--- src/rtl/approx_add_pkg.sv ---
// Shared types and elaboration helpers for the pipelined approximate adder.
// The optional error-statistics shadow path is enabled by APPROX_ADD_PIPE_ERR_STATS_EN.
package approx_add_pkg;

    typedef struct packed {
        logic vld;
        logic mode;
        logic cy;
    } stage_ctrl_t;

    typedef struct packed {
        logic retire;
        logic differs;
    } err_evt_t;

    function automatic int chunk_w(input int w, input int stages);
        return w / stages;
    endfunction

    function automatic int k_chunk(input int k, input int cw);
        return k / cw;
    endfunction

    function automatic int k_local(input int k, input int cw);
        return k % cw;
    endfunction

    function automatic bit bit_is_approx(input int gi, input int k);
        return gi < k;
    endfunction

endpackage

--- src/rtl/approx_add_pipe_if.sv ---
// Operand/result stream bundle for approx_add_pipe.
// Statistics signals exist only when APPROX_ADD_PIPE_ERR_STATS_EN is defined.
interface approx_add_pipe_if #(
    parameter int W     = 16,
    parameter int CNT_W = 16
);
    logic           IN_VALID;
    logic           IN_READY;
    logic [W-1:0]   A;
    logic [W-1:0]   B;
    logic           MODE;
    logic           OUT_VALID;
    logic           OUT_READY;
    logic [W:0]     O;
    logic           OUT_MODE;
`ifdef APPROX_ADD_PIPE_ERR_STATS_EN
    logic             CLR_STATS;
    logic [CNT_W-1:0] ERR_CNT;
    logic [W:0]       ERR_MAX;

    modport master (
        output IN_VALID, A, B, MODE, OUT_READY, CLR_STATS,
        input  IN_READY, OUT_VALID, O, OUT_MODE, ERR_CNT, ERR_MAX
    );
    modport slave (
        input  IN_VALID, A, B, MODE, OUT_READY, CLR_STATS,
        output IN_READY, OUT_VALID, O, OUT_MODE, ERR_CNT, ERR_MAX
    );
`else
    modport master (
        output IN_VALID, A, B, MODE, OUT_READY,
        input  IN_READY, OUT_VALID, O, OUT_MODE
    );
    modport slave (
        input  IN_VALID, A, B, MODE, OUT_READY,
        output IN_READY, OUT_VALID, O, OUT_MODE
    );
`endif
endinterface

--- src/rtl/approx_add_chunk.sv ---
// Combinational chunk adder: ripple sum, except bits flagged in amask are XOR-only.
// The carry out of the highest flagged bit is the cut carry A[K-1]&B[K-1].
module approx_add_chunk #(
    parameter int CW = 8
) (
    input  logic [CW-1:0] a,
    input  logic [CW-1:0] b,
    input  logic          cin,
    input  logic [CW-1:0] amask,
    output logic [CW-1:0] sum,
    output logic          cout
);
    logic [CW:0]   cy;
    logic [CW-1:0] mask_next;

    always_comb begin
        mask_next = amask >> 1;
        sum       = '0;
        cy        = '0;
        cy[0]     = cin;
        for (int i = 0; i < CW; i++) begin
            if (amask[i]) begin
                sum[i]  = a[i] ^ b[i];
                // only the top approximate bit (local position K-1) forwards a carry
                cy[i+1] = mask_next[i] ? 1'b0 : (a[i] & b[i]);
            end else begin
                sum[i]  = a[i] ^ b[i] ^ cy[i];
                cy[i+1] = (a[i] & b[i]) | (cy[i] & (a[i] ^ b[i]));
            end
        end
        cout = cy[CW];
    end

endmodule

--- src/rtl/approx_add_pipe.sv ---
// Pipelined exact/approximate adder, one W/STAGES-bit chunk summed per stage.
// Define APPROX_ADD_PIPE_ERR_STATS_EN to add the exact shadow path and error statistics.
module approx_add_pipe
    import approx_add_pkg::*;
#(
    parameter int W      = 16,
    parameter int K      = 4,
    parameter int STAGES = 2,
    parameter int CNT_W  = 16
) (
    input  logic             CLK,
    input  logic             RST,
    approx_add_pipe_if.slave bus
);
    localparam int CW   = chunk_w(W, STAGES);
    localparam int LAST = STAGES - 1;

    logic advance;
    logic accept;
    logic init_q, init_d;

    stage_ctrl_t  ctrl_q [STAGES];
    stage_ctrl_t  ctrl_d [STAGES];
    logic [W-1:0] sum_q  [STAGES];
    logic [W-1:0] sum_d  [STAGES];
    logic [W-1:0] pa_q   [STAGES];
    logic [W-1:0] pa_d   [STAGES];
    logic [W-1:0] pb_q   [STAGES];
    logic [W-1:0] pb_d   [STAGES];

    stage_ctrl_t   src_ctrl [STAGES];
    logic [W-1:0]  src_sum  [STAGES];
    logic [W-1:0]  src_a    [STAGES];
    logic [W-1:0]  src_b    [STAGES];
    logic [CW-1:0] ch_sum   [STAGES];
    logic          ch_cout  [STAGES];

`ifdef APPROX_ADD_PIPE_ERR_STATS_EN
    logic [W-1:0]  ex_sum_q  [STAGES];
    logic [W-1:0]  ex_sum_d  [STAGES];
    logic          ex_cy_q   [STAGES];
    logic          ex_cy_d   [STAGES];
    logic [W-1:0]  src_ex_sum[STAGES];
    logic          src_ex_cy [STAGES];
    logic [CW-1:0] exch_sum  [STAGES];
    logic          exch_cout [STAGES];
`endif

    assign advance       = !ctrl_q[LAST].vld | bus.OUT_READY;
    assign accept        = bus.IN_VALID & init_q & advance;
    assign bus.IN_READY  = init_q & advance;
    assign bus.OUT_VALID = ctrl_q[LAST].vld;
    assign bus.OUT_MODE  = ctrl_q[LAST].mode;
    assign bus.O         = {ctrl_q[LAST].cy, sum_q[LAST]};

    for (genvar s = 0; s < STAGES; s++) begin : g_stage
        logic [CW-1:0] amask;

        if (s == 0) begin : g_head
            assign src_ctrl[s] = '{vld: accept, mode: bus.MODE, cy: 1'b0};
            assign src_sum[s]  = '0;
            assign src_a[s]    = bus.A;
            assign src_b[s]    = bus.B;
        end else begin : g_body
            assign src_ctrl[s] = ctrl_q[s-1];
            assign src_sum[s]  = sum_q[s-1];
            assign src_a[s]    = pa_q[s-1];
            assign src_b[s]    = pb_q[s-1];
        end

        for (genvar i = 0; i < CW; i++) begin : g_mask
            assign amask[i] = src_ctrl[s].mode & bit_is_approx(s * CW + i, K);
        end

        approx_add_chunk #(.CW(CW)) u_chunk (
            .a     (src_a[s][s*CW +: CW]),
            .b     (src_b[s][s*CW +: CW]),
            .cin   (src_ctrl[s].cy),
            .amask (amask),
            .sum   (ch_sum[s]),
            .cout  (ch_cout[s])
        );

`ifdef APPROX_ADD_PIPE_ERR_STATS_EN
        if (s == 0) begin : g_ex_head
            assign src_ex_sum[s] = '0;
            assign src_ex_cy[s]  = 1'b0;
        end else begin : g_ex_body
            assign src_ex_sum[s] = ex_sum_q[s-1];
            assign src_ex_cy[s]  = ex_cy_q[s-1];
        end

        approx_add_chunk #(.CW(CW)) u_exact (
            .a     (src_a[s][s*CW +: CW]),
            .b     (src_b[s][s*CW +: CW]),
            .cin   (src_ex_cy[s]),
            .amask ('0),
            .sum   (exch_sum[s]),
            .cout  (exch_cout[s])
        );
`endif
    end

    always_comb begin
        init_d = 1'b1;
        for (int s = 0; s < STAGES; s++) begin
            ctrl_d[s] = ctrl_q[s];
            sum_d[s]  = sum_q[s];
            pa_d[s]   = pa_q[s];
            pb_d[s]   = pb_q[s];
            if (advance) begin
                ctrl_d[s].vld          = src_ctrl[s].vld;
                ctrl_d[s].mode         = src_ctrl[s].mode;
                ctrl_d[s].cy           = ch_cout[s];
                sum_d[s]               = src_sum[s];
                sum_d[s][s*CW +: CW]   = ch_sum[s];
                pa_d[s]                = src_a[s];
                pb_d[s]                = src_b[s];
            end
        end
    end

    // Control and result registers: reset clears everything visible on the output
    always_ff @(posedge CLK or posedge RST) begin
        if (RST) begin
            init_q <= 1'b0;
            for (int s = 0; s < STAGES; s++) begin
                ctrl_q[s] <= '0;
                sum_q[s]  <= '0;
            end
        end else begin
            init_q <= init_d;
            for (int s = 0; s < STAGES; s++) begin
                ctrl_q[s] <= ctrl_d[s];
                sum_q[s]  <= sum_d[s];
            end
        end
    end

    // Pending operand chunks carry no control meaning and need no reset
    always_ff @(posedge CLK) begin
        for (int s = 0; s < STAGES; s++) begin
            pa_q[s] <= pa_d[s];
            pb_q[s] <= pb_d[s];
        end
    end

    logic unused_pend;
    assign unused_pend = ^{pa_q[LAST], pb_q[LAST]};

`ifdef APPROX_ADD_PIPE_ERR_STATS_EN
    logic [CNT_W-1:0] err_cnt_q, err_cnt_d;
    logic [W:0]       err_max_q, err_max_d;
    logic [W:0]       exact_o;
    logic [W:0]       diff;
    err_evt_t         evt;

    always_comb begin
        for (int s = 0; s < STAGES; s++) begin
            ex_sum_d[s] = ex_sum_q[s];
            ex_cy_d[s]  = ex_cy_q[s];
            if (advance) begin
                ex_sum_d[s]             = src_ex_sum[s];
                ex_sum_d[s][s*CW +: CW] = exch_sum[s];
                ex_cy_d[s]              = exch_cout[s];
            end
        end
    end

    always_ff @(posedge CLK) begin
        for (int s = 0; s < STAGES; s++) begin
            ex_sum_q[s] <= ex_sum_d[s];
            ex_cy_q[s]  <= ex_cy_d[s];
        end
    end

    // Approximation never over-estimates, so exact - O is the error magnitude
    always_comb begin
        exact_o     = {ex_cy_q[LAST], ex_sum_q[LAST]};
        diff        = exact_o - bus.O;
        evt.retire  = ctrl_q[LAST].vld & bus.OUT_READY;
        evt.differs = (exact_o != bus.O);
        err_cnt_d   = err_cnt_q;
        err_max_d   = err_max_q;
        if (bus.CLR_STATS) begin
            err_cnt_d = '0;
            err_max_d = '0;
        end else if (evt.retire && evt.differs) begin
            if (err_cnt_q != '1) err_cnt_d = err_cnt_q + 1'b1;
            if (diff > err_max_q) err_max_d = diff;
        end
    end

    always_ff @(posedge CLK or posedge RST) begin
        if (RST) begin
            err_cnt_q <= '0;
            err_max_q <= '0;
        end else begin
            err_cnt_q <= err_cnt_d;
            err_max_q <= err_max_d;
        end
    end

    assign bus.ERR_CNT = err_cnt_q;
    assign bus.ERR_MAX = err_max_q;
`endif

endmodule
--- src/flat_wrapper.sv ---
// flat-port wrapper written by rule: the top's interface ports become plain ports
module approx_add_pipe_flat import approx_add_pkg::*;
#(
    parameter int W      = 16,
    parameter int K      = 4,
    parameter int STAGES = 2,
    parameter int CNT_W  = 16
)
  (CLK, RST, bus_IN_VALID, bus_A, bus_B, bus_MODE, bus_OUT_READY, bus_IN_READY, bus_OUT_VALID, bus_O, bus_OUT_MODE);
  approx_add_pipe_if #(.W(W), .CNT_W(CNT_W)) bus_i ();
  input  logic CLK;
  input  logic RST;
  input wire logic [$bits(bus_i.IN_VALID)-1:0] bus_IN_VALID;
  input wire logic [$bits(bus_i.A)-1:0] bus_A;
  input wire logic [$bits(bus_i.B)-1:0] bus_B;
  input wire logic [$bits(bus_i.MODE)-1:0] bus_MODE;
  input wire logic [$bits(bus_i.OUT_READY)-1:0] bus_OUT_READY;
  output wire logic [$bits(bus_i.IN_READY)-1:0] bus_IN_READY;
  output wire logic [$bits(bus_i.OUT_VALID)-1:0] bus_OUT_VALID;
  output wire logic [$bits(bus_i.O)-1:0] bus_O;
  output wire logic [$bits(bus_i.OUT_MODE)-1:0] bus_OUT_MODE;
  assign bus_i.IN_VALID = bus_IN_VALID;
  assign bus_i.A = bus_A;
  assign bus_i.B = bus_B;
  assign bus_i.MODE = bus_MODE;
  assign bus_i.OUT_READY = bus_OUT_READY;
  assign bus_IN_READY = bus_i.IN_READY;
  assign bus_OUT_VALID = bus_i.OUT_VALID;
  assign bus_O = bus_i.O;
  assign bus_OUT_MODE = bus_i.OUT_MODE;
  approx_add_pipe #(.W(W), .K(K), .STAGES(STAGES), .CNT_W(CNT_W)) u_core (.CLK(CLK), .RST(RST), .bus(bus_i));
endmodule
--- config.mk ---
export PLATFORM = sky130hd
export DESIGN_NAME = approx_add_pipe_flat
export DESIGN_NICKNAME = d
export VERILOG_FILES = /design/src/rtl/approx_add_pkg.sv /design/src/rtl/approx_add_pipe_if.sv /design/src/rtl/approx_add_chunk.sv /design/src/rtl/approx_add_pipe.sv /design/src/flat_wrapper.sv
export SDC_FILE = /design/constraint.sdc
export NUM_CORES = 1
export LEC_CHECK = 0
export ABC_AREA = 1
export ABC_CLOCK_PERIOD_IN_PS = 10500
export BUFFER_PORTS_ARGS = -buffer_cell sky130_fd_sc_hd__clkbuf_2
export CORE_ASPECT_RATIO = 1.75
export CORE_MARGIN = 8
export CORE_UTILIZATION = 59
export DETAILED_ROUTE_END_ITERATION = 8
export PLACE_DENSITY = 0.85
export SETUP_SLACK_MARGIN = 0.2
export SLEW_MARGIN = 20
export SYNTH_ARGS = -nofsm -noshare
export SYNTH_HDL_FRONTEND = slang
export SYNTH_HIERARCHICAL = 1
export SYNTH_SLANG_ARGS = --single-unit
--- constraint.sdc ---
create_clock -name CLK -period 10.5 [get_ports CLK]
set_clock_uncertainty 0.05 [all_clocks]
set_input_delay 2.1 -clock CLK [delete_from_list [all_inputs] [get_ports CLK]]
set_output_delay 2.1 -clock CLK [all_outputs]
set_load 0.02 [all_outputs]
# Word level (Yosys, flattened, before mapping)
# Memories as Yosys holds them, arrays and structs flattened.
# Index checks and enable logic that the tools add are counted.
# op_classes
n_eq_ne,1
mux,11
bitwise_logic,81
reduce_logical,1
# op_table
op,count
16-bit 2-to-1 mux,4
1-bit AND,34
1-bit XOR,31
1-bit bitwise OR,16
1-bit 2-to-1 mux,7
1-bit logical NOT,1
1-bit != test (second input constant),1
# word_totals
register_bits,31
mem_bits_rw,64
input_bits,37
out_inout_bits,20
elab_cells,105
memories,2
# mem_list
name,words,word_bits,read_ports,rd_ports_with_merged_regs,write_ports,line,source
u_core.pa_q,2,16,1,0,2,approx_add_pipe.sv:26,logic [W-1:0] pa_q [STAGES];
u_core.pb_q,2,16,1,0,2,approx_add_pipe.sv:28,logic [W-1:0] pb_q [STAGES];

# Logic depth before layout (Yosys ltp)
# Gate-level depths: netlist (run 1).
# logic_depth
word_depth,19
mapped_depth,25

# By module
# Netlist (run 1), hierarchy kept.
# modules_own_cells
mod,instances,cells_per_inst,area_per_inst_um2,seq_area_each_um2
approx_add_pipe,1,154,1712.9,1256.2
approx_add_chunk,2,73,491.7,0.0

# Least setup slack after synthesis (run 1)
# OpenSTA, ideal clock, no wires.
# synth_path
path_kind,input to register
startpoint,input bus_A[0]
endpoint,"register u_core.sum_q, in the netlist u_core/src_sum[7]"
setup_time_ps,65
arrival_time_ps,6093
path_slack_ps,4292
cell_stages,25
path_buffers,0
cell_sequence,fa_1 inv_1 o21ai_0 fa_1 nand2_1 nand2_1 fa_1 nand2_1 nand2_1 fa_1 nand2_1 nand2_1 fa_1 nand2_1 nand2_1 inv_1 fa_1 o21ai_0 fa_1 or2_1 nand2_1 fa_1 o21ai_0 nand2_1 nand2_1
# synth_rtl
item,line,source
start: declaration,flat_wrapper.sv:14,input wire logic [$bits(bus_i.A)-1:0] bus_A;
end signal: indexed assignment,approx_add_pipe.sv:135,sum_q[s] <= sum_d[s];
end: declaration,approx_add_pipe.sv:24,logic [W-1:0] sum_q [STAGES];

==> flow_summary.ini, run 1 <==
[run_status]
outcome = finished clean

[place]
dp.final_hpwl_um = 4301
port_buffers = 56
place_worst_setup_slack_ns = 3.887
place_inst = 446
gp_congestion = 0.7664

[yosys]
synth_most_common_cell = nand2_1
ys_top_cells_by_count = 121 x nand2_1, 41 x nand3_1, 32 x inv_1
yosys.area.top_type = dfrtp_1
netlist_instances = 300
syn_area_per_cell_um2 = 8.988
synth-xor-area-share = 0
synth_top_area_frac = 0.2877
synthTopCellsByArea = dfrtp_1 29%, edfxtp_1 18%, nand2_1 17%
synth_edf_count = 16
synth-seq-cells = 47
synth_warnings = 6
synth_area_um2 = 2696
synthFlopType = dfrtp_1
synth_compound_area_frac = 0.02506
yosysSeqAreaShare = 0.4659
synth.distinct_cells = 13
async_flop_share = 0.6596
synth-simple-area-share = 0.2492
synthAdderAreaFrac = 0.1930
synth.mux.area_fraction = 0
synth_top_family_by_area = simple AND/OR/NAND/NOR gates

[timing]
max_freq_mhz = 159.3
finalSetupTns_ns = 0
slew_headroom = 0.3823
fin_ws_ns = 4.224
post-route-min-period_ns = 6.276
hold_viol_final = 0
rsz0062_at_grt = no
worstMarginPinSlew_ns = 0.9233
setup_viol_count_final = 0
slew_viol_final = 0
period_share = 0.5977

[die]
die_area_um2 = 7074
start_util = 0.6122
rows = 32
design.portCount = 57
die_height_um = 105.4
core_area_um2 = 4404
die_w_um = 67.10

[worst_setup_path]
cpMaxStageDelayCell = fa_1
cp_common_cell = nand2_1
cpPeakStageDelay_ns = 0.40
start_kind = primary input
cp_top_family = adder cells
critPathKind = in2reg
critPathArrivalTime_ns = 6.46
critPathRequiredTime_ns = 10.69
crit_fanout = 2
path_buf_inv = 3
crit_path_end_kind = flop

[route]
drcViolationCount = 0
drt-initial-drc-count = 76
wl_met1_um = 2164
wl_met2_um = 3054
route.met3.wl_um = 234
wl_um = 5603
vias = 2169
routed_via_density = 4.778
wl_per_cell_um = 12.34
ant_nets = 0
routed.top_layer = met4
drt_pass1_iterations = 5

[hold_path]
hp-class = reg2reg

[layout]
stdcell_count = 454
syn_to_final_growth_pct = 22.00
final_nets = 471
nFillCells = 371
diodes = 0
drive_gt1_frac = 0.1663

[clocking]
cts_resized = 0
cts_tree = built
insertion_delay_ns = 0.30
post-cts-setup-buffers = 0
htree_levels = 2
cts_made_buffers = 5
root_buffer = clkbuf_8
numClockSinks = 47
postCtsHoldBufs = 0
cts_buffer_depth = 2
clk_pin_slew_ns = 0.09

[power]
peakVddDrop_uv = 108.0
cellPowerDensity_nw_per_um2 = 148.3
p_leak_uw = 0.001821
p_total_uw = 487.8

[run]
cap_violations = 0

[global_routing]
grt_pass1_vias = 2390
grt_pass1_wl_um = 10070
gr-total-overflow = 0
grt_max_degree = 47
antenna_found_initial = 0
grtUsageTotal = 0.1776
-- worst paths after layout --
check	startpoint	endpoint	slack (ns)	cells after the start
setup / recovery	bus_A[0]	u_core/src_sum[7]	4.22	26
hold / removal	u_core/ctrl_q[5]	u_core/bus.OUT_VALID	0.42	2
setup reg to reg	u_core/pa_q[0][8]	u_core/bus.O[15]	5.59	25
hold reg to reg	u_core/ctrl_q[5]	u_core/bus.OUT_VALID	0.42	2
max in group asynchronous	RST	u_core/bus.OUT_VALID	8.27	3
min in group asynchronous	RST	u_core/bus.O[11]	1.81	3
-- final cells by class --
type | count | area, um^2 | area share
multi-input combinational | 258 | 1446 | 0.4397
clock buffer | 6 | 93.84 | 0.02853
clock inverter | 2 | 12.51 | 0.003804
inverter | 32 | 120.1 | 0.03652
sequential | 47 | 1257 | 0.3823
tap | 51 | 63.81 | 0.01940
timing repair buffer | 58 | 295.3 | 0.08977
-- layout by cell type (no fill, tap or decap), drive strengths merged, types with 12 or more instances in the layout --
| master | count |
|---|---|
| fa | 16 |
| edfxtp | 16 |
| inv | 33 |
| o21ai | 12 |
| conb | 49 |
| nand3 | 41 |
| dfrtp | 31 |
| nand2 | 121 |
| ha | 16 |
| clkbuf | 62 |
-- power breakdown --
group / switching [uW] / internal [uW]
logic: 78.0 / 45.2
clock network: 61.3 / 61.5
registers: 22.1 / 220
total: 161 / 326
-- worst register-to-register path, cell delays in order, from the launching register on --
cell and delay (ns):
edfxtp_1 0.43, fa_1 0.42, inv_1 0.06, o21ai_0 0.11
fa_1 0.37, nand2_1 0.08, nand2_1 0.09, fa_1 0.37
nand2_1 0.07, nand2_1 0.06, fa_1 0.36, nand2_1 0.07
nand2_1 0.06, fa_1 0.35, nand2_1 0.07, nand2_1 0.07
inv_1 0.09, fa_1 0.15, o21ai_0 0.09, fa_1 0.35
or2_1 0.23, nand2_1 0.09, fa_1 0.41, o21ai_0 0.18
nand2_1 0.07, nand2_1 0.09
-- per-stage QoR --
step | utilization | instance area (um^2) | hold slack [ns]
floorplan | - | 2873 | 0.3852
global placement | 0.7224 | 3182 | 0.3927
detailed placement | 0.7224 | 3182 | 0.3965
CTS | 0.7466 | 3288 | 0.4189
global route | 0.7469 | 3289 | 0.4637
finish | 0.7469 | 3289 | 0.4219
-- routing by layer --
metal / vias to the layer above / track usage
met5: - / 0
met4: 0 / 0.07519
met3: 11 / 0.02651
met2: 52 / 0.3162
met1: 1001 / 0.1989
li1: 1105 / -
-- state kept, by name (all words and copies together) (netlist names) --
name                  count
u_core/pb_q               8
u_core/pa_q               8
u_core/init_q             1
u_core/src_sum            8
u_core/ctrl_q             3
u_core/bus.OUT_VALID      1
u_core/bus.O             17
u_core/bus.OUT_MODE       1
-- logic make-up (layout without fill, tap and decap cells) --
logic type                 count (synthesis)  after routing
adders and majority gates                 32             32
AOI/OAI and AO/OA                         13             13
and+or+nand+nor                          164            164
buffers and inverters                     42             98
other                                      2             49
DFF                                       47             47
Note: power is estimated with default switching activity, not from simulation.
==> inputs of run 2 (changes only) <==
Settings changed: ABC_CLOCK_PERIOD_IN_PS 10500 to 6300, CORE_UTILIZATION 59 to 55, PLACE_DENSITY 0.85 to 0.8.
Clock period 10.5 ns to 6.3 ns, I/O delays scaled along.
==> flow_summary.ini, run 2 (same netlist as run 1, synthesis figures left out) <==
[layout]
nFillCells = 415
final_nets = 472
stdcell_count = 456
largest_reg_flops = 17
ff_latch_area_um2 = 1256
multiInputGateArea_um2 = 1444
diodes = 0
mostFrequentLayoutCell = nand2_1
syn_to_final_growth_pct = 21.25
most-common-layout-cells = 121 x nand2_1, 56 x clkbuf_2, 49 x conb_1
drive_gt1_frac = 0.1609

[clocking]
numClockSinks = 47
insertion_delay_ns = 0.29
postCtsHoldBufs = 0
cts_buffer_depth = 2
cts_made_buffers = 5
root_buffer = clkbuf_8
cts_tree = built
cts_resized = 0
post-cts-setup-buffers = 0
clk_pin_slew_ns = 0.08
htree_levels = 2

[timing]
slew_viol_final = 0
slew_headroom = 0.3406
worstMarginPinSlew_ns = 0.9892
finalSetupTns_ns = 0
hold-worst-slack_ns = 0.4190
setup_viol_count_final = 0
hold_viol_final = 0
period_share = 0.8790
max_freq_mhz = 180.6
post-route-min-period_ns = 5.538
rsz0062_at_grt = no

[worst_setup_path]
crit_path_end_kind = flop
cpMaxStageDelayCell = fa_1
cp_common_cell = nand2_1
start_kind = primary input
cpPeakStageDelay_ns = 0.41
critPathRequiredTime_ns = 6.48
critPathArrivalTime_ns = 5.72
critPathKind = in2reg
cp_top_family = adder cells
path_buf_inv = 3
crit_fanout = 2

[die]
rows = 33
die_area_um2 = 7488
die_height_um = 108.6
core_area_um2 = 4707
design.portCount = 57
die_w_um = 68.93
start_util = 0.5728

[place]
place_inst = 448
port_buffers = 56
gp_congestion = 0.7346
dp.final_hpwl_um = 4208

[run]
cap_violations = 0

[route]
drt-initial-drc-count = 82
wl_um = 5290
routed_via_density = 4.680
drcViolationCount = 0
ant_nets = 0
vias = 2134
drt_pass1_iterations = 4
wl_per_cell_um = 11.60

[global_routing]
antenna_found_initial = 0
grtUsageTotal = 0.1581
grt_pass1_vias = 2231
grt_max_degree = 33
grt_pass1_wl_um = 9301
gr-total-overflow = 0

[hold_path]
hp-class = reg2reg

[power]
cellPowerDensity_nw_per_um2 = 237.0
p_leak_uw = 0.001814
peakVddDrop_uv = 154.5

[run_status]
outcome = finished clean
[run 2: per-layer routing]
metal  GRT usage  part of all wire  wire (um)  vias to the layer above
li1            -                 -          -                     1101
met2      0.2872              0.55       2892                       42
met3     0.02361             0.046        244                        4
met4     0.05628             0.011         60                        0
met5           0                 0          0                        -
met1      0.1763              0.40       2093                      987
[run 2: final cells by class]
type                            count  share of cell area
Clock buffer                        7             0.02334
Timing Repair Buffer               59             0.09261
Multi-Input combinational cell    258              0.4416
Inverter                           32             0.03674
Sequential cell                    47              0.3842
Tap cell                           52             0.01990
Clock inverter                      1            0.001531
[run 2: tightest hold or removal path, stage by stage, from the launching register on]
cell and delay (ns):
dfrtp_1 0.35, inv_1 0.04, nand2_1 0.05
[run 2: path summary, 6_finish.rpt]
check | startpoint | end | slack [ns] | depth (start not counted)
setup reg to reg | u_core/pa_q[0][8] | u_core/bus.O[15] | 1.38 | 25
hold / removal | u_core/ctrl_q[5] | u_core/bus.OUT_VALID | 0.42 | 2
hold reg to reg | u_core/ctrl_q[5] | u_core/bus.OUT_VALID | 0.42 | 2
max in group asynchronous | RST | u_core/bus.O[0] | 4.95 | 3
min in group asynchronous | RST | u_core/src_sum[7] | 0.96 | 3
setup / recovery | bus_A[0] | u_core/src_sum[7] | 0.76 | 26
[run 2: power breakdown]
part	total (uW)	internal [uW]	switching, uW
registers	403	366	36.6
logic	205	76.1	129
clock network	167	77.9	89.5
[run 2: per-stage QoR]
| stage | power [uW] | cell area (um^2) | worst slack, ns | utilization |
|---|---|---|---|---|
| 6_report | 774.7 | 3269 | 0.7621 | 0.6946 |
| 5_1_grt | 833.6 | 3269 | 0.4536 | 0.6946 |
| 4_1_cts | 785.0 | 3269 | 0.7559 | 0.6946 |
| 3_5_place_dp | 617.4 | 3188 | 0.4367 | 0.6773 |
| 3_3_place_gp | 606.2 | 3188 | 0.6338 | 0.6773 |
| 2_1_floorplan | 541.2 | 2873 | 0.9319 | - |
